[config.mk]
export PLATFORM = sky130hd
export DESIGN_NAME = sdram_arb
export DESIGN_NICKNAME = d
export VERILOG_FILES = /design/src/rtl/sdram_arb_pkg.sv /design/src/rtl/sdram_arb_rdcache.sv /design/src/rtl/sdram_arb.sv
export SDC_FILE = /design/constraint.sdc
export NUM_CORES = 1
export LEC_CHECK = 0
export CORE_MARGIN = 2
export CORE_UTILIZATION = 47
export DETAILED_ROUTE_END_ITERATION = 12
export MAX_ROUTING_LAYER = met4
export PLACE_DENSITY = 0.74
export SYNTH_ARGS = -nofsm -noshare
export SYNTH_HDL_FRONTEND = slang
export SYNTH_SLANG_ARGS = --single-unit
export TNS_END_PERCENT = 20
[constraint.sdc]
create_clock -name clk -period 3.3 [get_ports clk]
set_input_delay 0.495 -clock clk [delete_from_list [all_inputs] [get_ports clk]]
set_output_delay 0.495 -clock clk [all_outputs]
set_load 0.05 [all_outputs]
[src/rtl/sdram_arb_pkg.sv]
// -----------------------------------------------------------------------------
// sdram_arb_pkg
// Shared types and constants for the SDRAM access arbiter.
//   arb_state_t : arbiter FSM states (IDLE, WR, RD)
//   DEF_AW      : default address width
//   DEF_DW      : default data width
//   STREAK_W    : width of the consecutive-write-grant counter
// -----------------------------------------------------------------------------
package sdram_arb_pkg;

  localparam int DEF_AW   = 25;
  localparam int DEF_DW   = 8;
  localparam int STREAK_W = 4;

  typedef enum logic [1:0] {
    IDLE = 2'd0,
    WR   = 2'd1,
    RD   = 2'd2
  } arb_state_t;

endpackage : sdram_arb_pkg

[src/rtl/sdram_arb_rdcache.sv]
// -----------------------------------------------------------------------------
// sdram_arb_rdcache
// Single-entry read cache (tag, data, valid) for the SDRAM arbiter. Only
// instantiated when SDRAM_ARB_RDCACHE_EN is defined.
// Ports:
//   clk, reset_n  : clock, asynchronous active-low reset
//   dl_active     : download window; a rising edge invalidates the entry
//   lookup_addr   : address of the incoming read request
//   hit, hit_data : entry valid and tag matches lookup_addr; cached data
//   fill          : memory read completed; capture fill_addr / fill_data
//   wr_grant      : a write was granted to wr_addr; invalidates on tag match
// -----------------------------------------------------------------------------
module sdram_arb_rdcache
  import sdram_arb_pkg::*;
#(
  parameter int AW = DEF_AW,
  parameter int DW = DEF_DW
) (
  input  logic          clk,
  input  logic          reset_n,
  input  logic          dl_active,
  input  logic [AW-1:0] lookup_addr,
  output logic          hit,
  output logic [DW-1:0] hit_data,
  input  logic          fill,
  input  logic [AW-1:0] fill_addr,
  input  logic [DW-1:0] fill_data,
  input  logic          wr_grant,
  input  logic [AW-1:0] wr_addr
);

  logic          valid;
  logic          active_q;
  logic [AW-1:0] tag;
  logic [DW-1:0] data;
  logic          invalidate;

  // A fresh download may rewrite anything, and a write to the cached address
  // makes the entry stale.
  assign invalidate = (dl_active && !active_q) || (wr_grant && valid && (wr_addr == tag));

  always_ff @(posedge clk or negedge reset_n) begin
    if (!reset_n) begin
      valid    <= 1'b0;
      active_q <= 1'b0;
      tag      <= '0;
      data     <= '0;
    end else begin
      active_q <= dl_active;
      if (invalidate) begin
        valid <= 1'b0;
      end else if (fill) begin
        valid <= 1'b1;
        tag   <= fill_addr;
        data  <= fill_data;
      end
    end
  end

  assign hit      = valid && (lookup_addr == tag);
  assign hit_data = data;

endmodule : sdram_arb_rdcache

[src/rtl/sdram_arb.sv]
// -----------------------------------------------------------------------------
// sdram_arb
// Arbitrates the single-port SDRAM controller between the download writer
// (ioctl stream) and the VFD frame reader. One pending write and one pending
// read are buffered; writes win, but at most WR_BURST_MAX writes are granted
// in a row while a read waits. Optional single-entry read cache is enabled by
// defining SDRAM_ARB_RDCACHE_EN.
// Ports:
//   clk, reset_n                 : clk_sys, asynchronous active-low reset
//   dl_active                    : download window open (cache invalidate only)
//   dl_wr, dl_addr, dl_data      : write strobe and payload
//   dl_wait                      : write buffer full, requester must hold
//   rd_req, rd_addr              : read strobe and address
//   rd_data, rd_valid, rd_busy   : read result, completion pulse, busy flag
//   mem_addr, mem_din            : controller address / write data
//   mem_we, mem_rd               : controller requests, held until mem_ack
//   mem_ack, mem_dout            : controller completion and read data
// -----------------------------------------------------------------------------
module sdram_arb
  import sdram_arb_pkg::*;
#(
  parameter int AW           = DEF_AW,
  parameter int DW           = DEF_DW,
  parameter int WR_BURST_MAX = 4
) (
  input  logic          clk,
  input  logic          reset_n,
  input  logic          dl_active,
  input  logic          dl_wr,
  input  logic [AW-1:0] dl_addr,
  input  logic [DW-1:0] dl_data,
  output logic          dl_wait,
  input  logic          rd_req,
  input  logic [AW-1:0] rd_addr,
  output logic [DW-1:0] rd_data,
  output logic          rd_valid,
  output logic          rd_busy,
  output logic [AW-1:0] mem_addr,
  output logic [DW-1:0] mem_din,
  output logic          mem_we,
  output logic          mem_rd,
  input  logic          mem_ack,
  input  logic [DW-1:0] mem_dout
);

  arb_state_t          state, next_state;
  logic                wbuf_full, rbuf_full;
  logic [AW-1:0]       wbuf_addr, rbuf_addr;
  logic [DW-1:0]       wbuf_data;
  logic [STREAK_W-1:0] streak;
  logic                grant_wr, grant_rd;
  logic                wr_ack, rd_ack;
  logic                cache_hit, rd_hit;
  logic [DW-1:0]       cache_data;

  // Acks only count while a request is actually outstanding.
  assign wr_ack = (state == WR) && mem_ack;
  assign rd_ack = (state == RD) && mem_ack;
  assign rd_hit = rd_req && !rbuf_full && cache_hit;

  // NOTE: every signal driven here gets a default first, so no path through the
  // block can leave it unassigned and infer a latch.
  always_comb begin
    next_state = state;
    grant_wr   = 1'b0;
    grant_rd   = 1'b0;
    unique case (state)
      IDLE: begin
        if (wbuf_full && rbuf_full) begin
          if (streak < STREAK_W'(WR_BURST_MAX)) grant_wr = 1'b1;
          else                                   grant_rd = 1'b1;
        end else if (wbuf_full) begin
          grant_wr = 1'b1;
        end else if (rbuf_full) begin
          grant_rd = 1'b1;
        end
        if (grant_wr) next_state = WR;
        if (grant_rd) next_state = RD;
      end
      WR, RD: if (mem_ack) next_state = IDLE;
      default: next_state = IDLE;
    endcase
  end

  // NOTE: state registers use non-blocking assignments so every flop samples
  // the pre-edge values regardless of block evaluation order.
  always_ff @(posedge clk or negedge reset_n) begin
    if (!reset_n) state <= IDLE;
    else          state <= next_state;
  end

  // Request buffers. A buffer freed by this cycle's ack may be refilled by a
  // strobe in the same cycle.
  always_ff @(posedge clk or negedge reset_n) begin
    if (!reset_n) begin
      // NOTE: the payload registers are reset too; they are few and it keeps
      // mem_addr/mem_din deterministic after reset.
      wbuf_full <= 1'b0;
      wbuf_addr <= '0;
      wbuf_data <= '0;
      rbuf_full <= 1'b0;
      rbuf_addr <= '0;
    end else begin
      if (wr_ack) wbuf_full <= 1'b0;
      if (dl_wr && (!wbuf_full || wr_ack)) begin
        wbuf_full <= 1'b1;
        wbuf_addr <= dl_addr;
        wbuf_data <= dl_data;
      end
      if (rd_ack) rbuf_full <= 1'b0;
      if (rd_req && (!rbuf_full || rd_ack) && !rd_hit) begin
        rbuf_full <= 1'b1;
        rbuf_addr <= rd_addr;
      end
    end
  end

  // Controller-side outputs, read return and write-streak counter.
  always_ff @(posedge clk or negedge reset_n) begin
    if (!reset_n) begin
      mem_we   <= 1'b0;
      mem_rd   <= 1'b0;
      mem_addr <= '0;
      mem_din  <= '0;
      rd_valid <= 1'b0;
      rd_data  <= '0;
      streak   <= '0;
    end else begin
      rd_valid <= 1'b0;
      if (grant_wr) begin
        mem_we   <= 1'b1;
        mem_addr <= wbuf_addr;
        mem_din  <= wbuf_data;
        // Only writes that overtake a waiting read count toward the bound.
        if (!rbuf_full)        streak <= '0;
        else if (streak != '1) streak <= streak + STREAK_W'(1);
      end
      if (grant_rd) begin
        mem_rd   <= 1'b1;
        mem_addr <= rbuf_addr;
        streak   <= '0;
      end
      if (wr_ack) mem_we <= 1'b0;
      if (rd_ack) begin
        mem_rd   <= 1'b0;
        rd_valid <= 1'b1;
        rd_data  <= mem_dout;
      end else if (rd_hit) begin
        rd_valid <= 1'b1;
        rd_data  <= cache_data;
      end
    end
  end

  assign dl_wait = wbuf_full;
  assign rd_busy = rbuf_full;

`ifdef SDRAM_ARB_RDCACHE_EN
  sdram_arb_rdcache #(
    .AW (AW),
    .DW (DW)
  ) u_rdcache (
    .clk         (clk),
    .reset_n     (reset_n),
    .dl_active   (dl_active),
    .lookup_addr (rd_addr),
    .hit         (cache_hit),
    .hit_data    (cache_data),
    .fill        (rd_ack),
    .fill_addr   (mem_addr),
    .fill_data   (mem_dout),
    .wr_grant    (grant_wr),
    .wr_addr     (wbuf_addr)
  );
`else
  // Without the cache every read goes to memory and dl_active has no effect.
  logic unused_dl_active;
  assign unused_dl_active = dl_active;
  assign cache_hit        = 1'b0;
  assign cache_data       = '0;
`endif

endmodule : sdram_arb

* After elaboration in Yosys (flattened, before gate mapping) *
Cells that the tools add are included.

operators by class
  reductions and logical operators = 18
  magnitude comparators = 1
  mux-type cells = 30
  $add $sub $neg = 1
  equality and inequality tests = 6

operators with widths
  cell                                                 number
  2-to-1 mux 25 bit                                    2
  2-to-1 mux 1 bit                                     20
  2-to-1 mux 4 bit                                     4
  nonzero test 2 bit                                   5
  2-to-1 mux 2 bit                                     3
  logical AND 1 bit                                    5
  adder 4 x 1 -> 4 bit (second input constant)         1
  < comparator 4 x 3 -> 1 bit (second input constant)  1
  != test 4 bit (second input constant)                1
  one-hot mux 2 bit (2 select lines)                   1
  AND reduction 2 bit                                  2
  != test 3 x 1 -> 1 bit (second input constant)       1
  != test 3 bit (second input constant)                1
  == test 2 x 1 -> 1 bit (second input constant)       1
  == test 2 bit (second input constant)                1
  zero test 1 bit                                      2
  zero test 2 bit                                      1
  logical OR 1 bit                                     2
  != test 2 bit (second input constant)                1
  OR reduction 2 bit                                   1

storage, ports and cells
  bits in registers = 110
  bits of input ports = 72
  output and inout port bits = 46

* Longest topological paths before layout *
  word-level depth = 7
  depth in mapped cells = 7

* Worst setup path after synthesis *
Ideal clock, no wire load.

  kind = reg2reg
  from = reg rbuf_full (netlist: rd_busy)
  to = reg rbuf_addr[10]
  arrival = 1684 ps
  path slack = 1491 ps
  cell stages (with the launch flop) = 6
  data required time = 3175 ps
  cell sequence = dfrtp_1 -> buf_2 -> a21bo_2 -> buf_2 -> buf_2 -> mux2_2

on the way
  longest elaborated chain between the ends = 3

ends and longest elaborated chain
  item                      line              text
  start: declaration        sdram_arb.sv:47   logic wbuf_full, rbuf_full;
  start signal: assignment  sdram_arb.sv:101  rbuf_full <= 1'b0;
  start signal: assignment  sdram_arb.sv:110  if (rd_ack) rbuf_full <= 1'b0;
  start signal: assignment  sdram_arb.sv:112  rbuf_full <= 1'b1;
  zero test 1 bit           -
  logical OR 1 bit          sdram_arb.sv:111  if (rd_req && (!rbuf_full || rd_ack) && !rd_hit) begin
  logical AND 1 bit         sdram_arb.sv:111
  end signal: assignment    sdram_arb.sv:113  rbuf_addr <= rd_addr;
  end: declaration          sdram_arb.sv:48   logic [AW-1:0] wbuf_addr, rbuf_addr;

Every way passes these cells.
A chain may end at the register's enable or synchronous reset.

* Worst setup path after layout *
  from = reg rbuf_full (netlist: rd_busy)
  to = out rd_busy

RTL lines
  item              line             text
  end: declaration  sdram_arb.sv:37  output logic rd_busy,

No word-level cell between the ends.

==> flow_metrics.env <==
export IMPL_status="completed"
export IMPL_synthTopCellsByCount="dfrtp_1, mux2_2, o21ai_0"
export IMPL_worst_slew_pin_slew_ns=1.28
export IMPL_grt_max_degree=57
export IMPL_hpwl_um=6560
export IMPL_die_h_um=103
export IMPL_cp_arrival_ns=2.12
export IMPL_syn_num_nets=427
export IMPL_placed_cells=573
export IMPL_grt_pass1_vias=3270
export IMPL_cts_setup_buffers=0
export IMPL_peakVddDrop_uv=643
export IMPL_path_cells="clkdlybuf4s50_1"
export IMPL_worstSetupPathType="flop to output pin"
export IMPL_seq_area_frac_synth=0.604
export IMPL_grt_pass1_wl_um=16300
export IMPL_setup_slack_ns=0.686
export IMPL_die_area_um2=10500
export IMPL_cts_made_buffers=9
export IMPL_drc_errors=0
export IMPL_ys_async_sr_fraction=1.00
export IMPL_diodes=0
export IMPL_antenna_found_initial=0
export IMPL_period_needed_ns=2.61
export IMPL_path_buf_inv=1
export IMPL_finish_utilization=0.645
export IMPL_slew_headroom=0.146
export IMPL_port_buffers=116
export IMPL_path_clk_slew_ns=0.09
export IMPL_track_usage=0.208
export IMPL_place_ws_ns=0.777
export IMPL_crit_fanout=20
export IMPL_synth_most_common_cell="dfrtp_1"
export IMPL_path_delay_family="buffers and inverters"
export IMPL_start_kind="flop"
export IMPL_report_final_slew_viol_count=0
export IMPL_hp_class="input pin to async pin"
export IMPL_critPathMaxStageDelay_ns=0.95
export IMPL_wl_um=9970
export IMPL_final_antenna_net_count=0
export IMPL_cpMaxStageDelayCell="clkdlybuf4s50_1"
export IMPL_hold_violations=0
export IMPL_io_pins=118
export IMPL_critical_path_required_ns=2.80
export IMPL_fmax_ghz=0.383
export IMPL_finalCritPeriodShare=0.792
export IMPL_avgSynthCellArea_um2=13.0
export IMPL_synth_edff_count=0
export IMPL_vias=3201
export IMPL_rows=35
export IMPL_cts_root_buffer="clkbuf_8"
export IMPL_grt_overflow_total=0
export IMPL_drtIter0Drc=132
export IMPL_yosys_warnings=0
export IMPL_htreeDepth=3
export IMPL_netlist_area_um2=4560
export IMPL_synth_top_area_cell="dfrtp_1"
export IMPL_synth_flop_cell="dfrtp_1"
export IMPL_cap_viol_max_count=0
export IMPL_cts_sinks=110
export IMPL_wire_per_inst_um=17.0
export IMPL_final_cells=587
export IMPL_core_um2=9330
export IMPL_hold_buffers=0
export IMPL_rsz0062_at_grt="false"
export IMPL_fin_setup_tns_ns=0
export IMPL_dr_pass1_iters=4
export IMPL_ys_seq_elements=110
export IMPL_drive_gt1_frac=0.210
export IMPL_syn_inst=351
export IMPL_routabilityCongestion=0.748
export IMPL_nets=531
export IMPL_cts_resized_gates=0
export IMPL_setup_violations=0
export IMPL_cts_tree="done"
export IMPL_power_leakage_nw=2.49
export IMPL_end_kind="output pin"
export IMPL_synth_area_top_cells="dfrtp_1, mux2_2, a41oi_1"
export IMPL_start_util=0.489
export IMPL_die_w_um=103
export IMPL_area_growth_pct=32.0
export IMPL_skew_ns=0.00881
export IMPL_worst_skew_pair_late_latency_ns=0.35
export IMPL_yosys_area_top_type_share=0.604
export IMPL_clockBufferDepth=2
export IMPL_yosysUniqueCellTypes=30
export IMPL_routed_via_density=5.45
export IMPL_power_density_nw_per_um2=1110
==> power breakdown <==
| part | total (mW) | internal, mW | switching [mW] |
|---|---|---|---|
| Combinational | 3.38 | 1.35 | 2.03 |
| Clock | 0.914 | 0.497 | 0.417 |
| Sequential | 2.38 | 2.03 | 0.356 |
| Total | 6.68 | 3.87 | 2.81 |
==> logic make-up after synthesis <==
| logic type | Yosys count | share of synthesized area |
|---|---|---|
| compound gates | 87 | 0.123 |
| fa+ha+maj | 4 | 0.0110 |
| buf+inv | 31 | 0.0335 |
| flops | 110 | 0.604 |
| mux | 75 | 0.185 |
| simple gates | 44 | 0.0444 |
==> layer usage <==
layer  track usage  wire length, um
met1         0.280             4500
met3        0.0475              569
met5             -                0
met4        0.0503              122
met2         0.323             4790
==> registers in the layout (all words and copies together), names as in the netlist <==
name and count:
dl_wait 1, mem_addr 25, mem_din 8, mem_rd 1, mem_we 1, rbuf_addr 25
rd_busy 1, rd_data 8, rd_valid 1, state 2, streak 4, wbuf_addr 25
wbuf_data 8
==> stage by stage <==
step | power (mW) | instance area [um^2] | hold WS (ns)
floorplan | 4.76 | 4560 | 0.199
global placement | 5.70 | 5800 | 0.464
detailed placement | 5.80 | 5800 | 0.471
CTS | 6.73 | 6020 | 0.189
global route | 7.11 | 6020 | 0.207
finish | 6.68 | 6020 | 0.171
==> layout make-up <==
| class | instances | area (um^2) |
|---|---|---|
| Multi-Input combinational cell | 210 | 1670 |
| Clock inverter | 4 | 97.6 |
| Tap cell | 129 | 161 |
| Fill cell | 737 | 3310 |
| Sequential cell | 110 | 2750 |
| Inverter | 4 | 15.0 |
| Clock buffer | 10 | 128 |
| Timing Repair Buffer | 120 | 1200 |
==> final timing paths <==
kind,start,endpoint,slack [ns],depth (start not counted)
setup / recovery,rd_busy$_DFFE_PN0P_,rd_busy,0.69,1
hold / removal,reset_n,wbuf_addr[5]$_DFFE_PN0P_,0.17,1
setup reg to reg,state[1]$_DFFE_PN0P_,mem_addr[4]$_DFFE_PN0P_,0.89,5
hold reg to reg,streak[1]$_DFFE_PN0P_,streak[1]$_DFFE_PN0P_,0.50,2
max in group asynchronous,reset_n,mem_addr[2]$_DFFE_PN0P_,2.36,2
min in group clk,streak[1]$_DFFE_PN0P_,streak[1]$_DFFE_PN0P_,0.50,2
==> cells in the final DEF, fill, tap and decap left out <==
cell,netlist,routed
clkdlybuf4s50_1,0,115
dfrtp_1,110,110
mux2_2,74,74
o21ai_0,28,27
nor2_1,26,26
a21oi_1,26,26
a41oi_1,25,25
clkbuf_8,0,9
nand2_1,7,7
inv_1,4,4
nand2b_1,4,4
ha_1,4,4
buf_4,3,4
bufinv_16,0,3
a21bo_2,2,2
nor3b_4,0,1
or3b_1,1,1
o21ai_2,0,1
o21a_1,1,1
and3_1,1,1
nand3_1,1,1
a32o_1,1,1
nand4_1,1,1
nand4b_1,1,1
a21boi_0,1,1
o2bb2ai_1,1,1
a2bb2oi_1,1,1
and2_1,1,1
a21o_1,1,1
mux2i_1,1,1
clkinvlp_4,0,1
clkbuf_1,13,1
buf_12,0,1
==> worst reg2reg max path: cells and delay by family (launching register included) <==
kind	cells	cell delay [ns]
buffers and inverters	1	0.10
and+or+nand+nor	1	0.70
AOI/OAI and AO/OA	2	0.50
adders and majority gates	1	0.59
DFF	1	0.40
(Power assumes the default switching activity.)
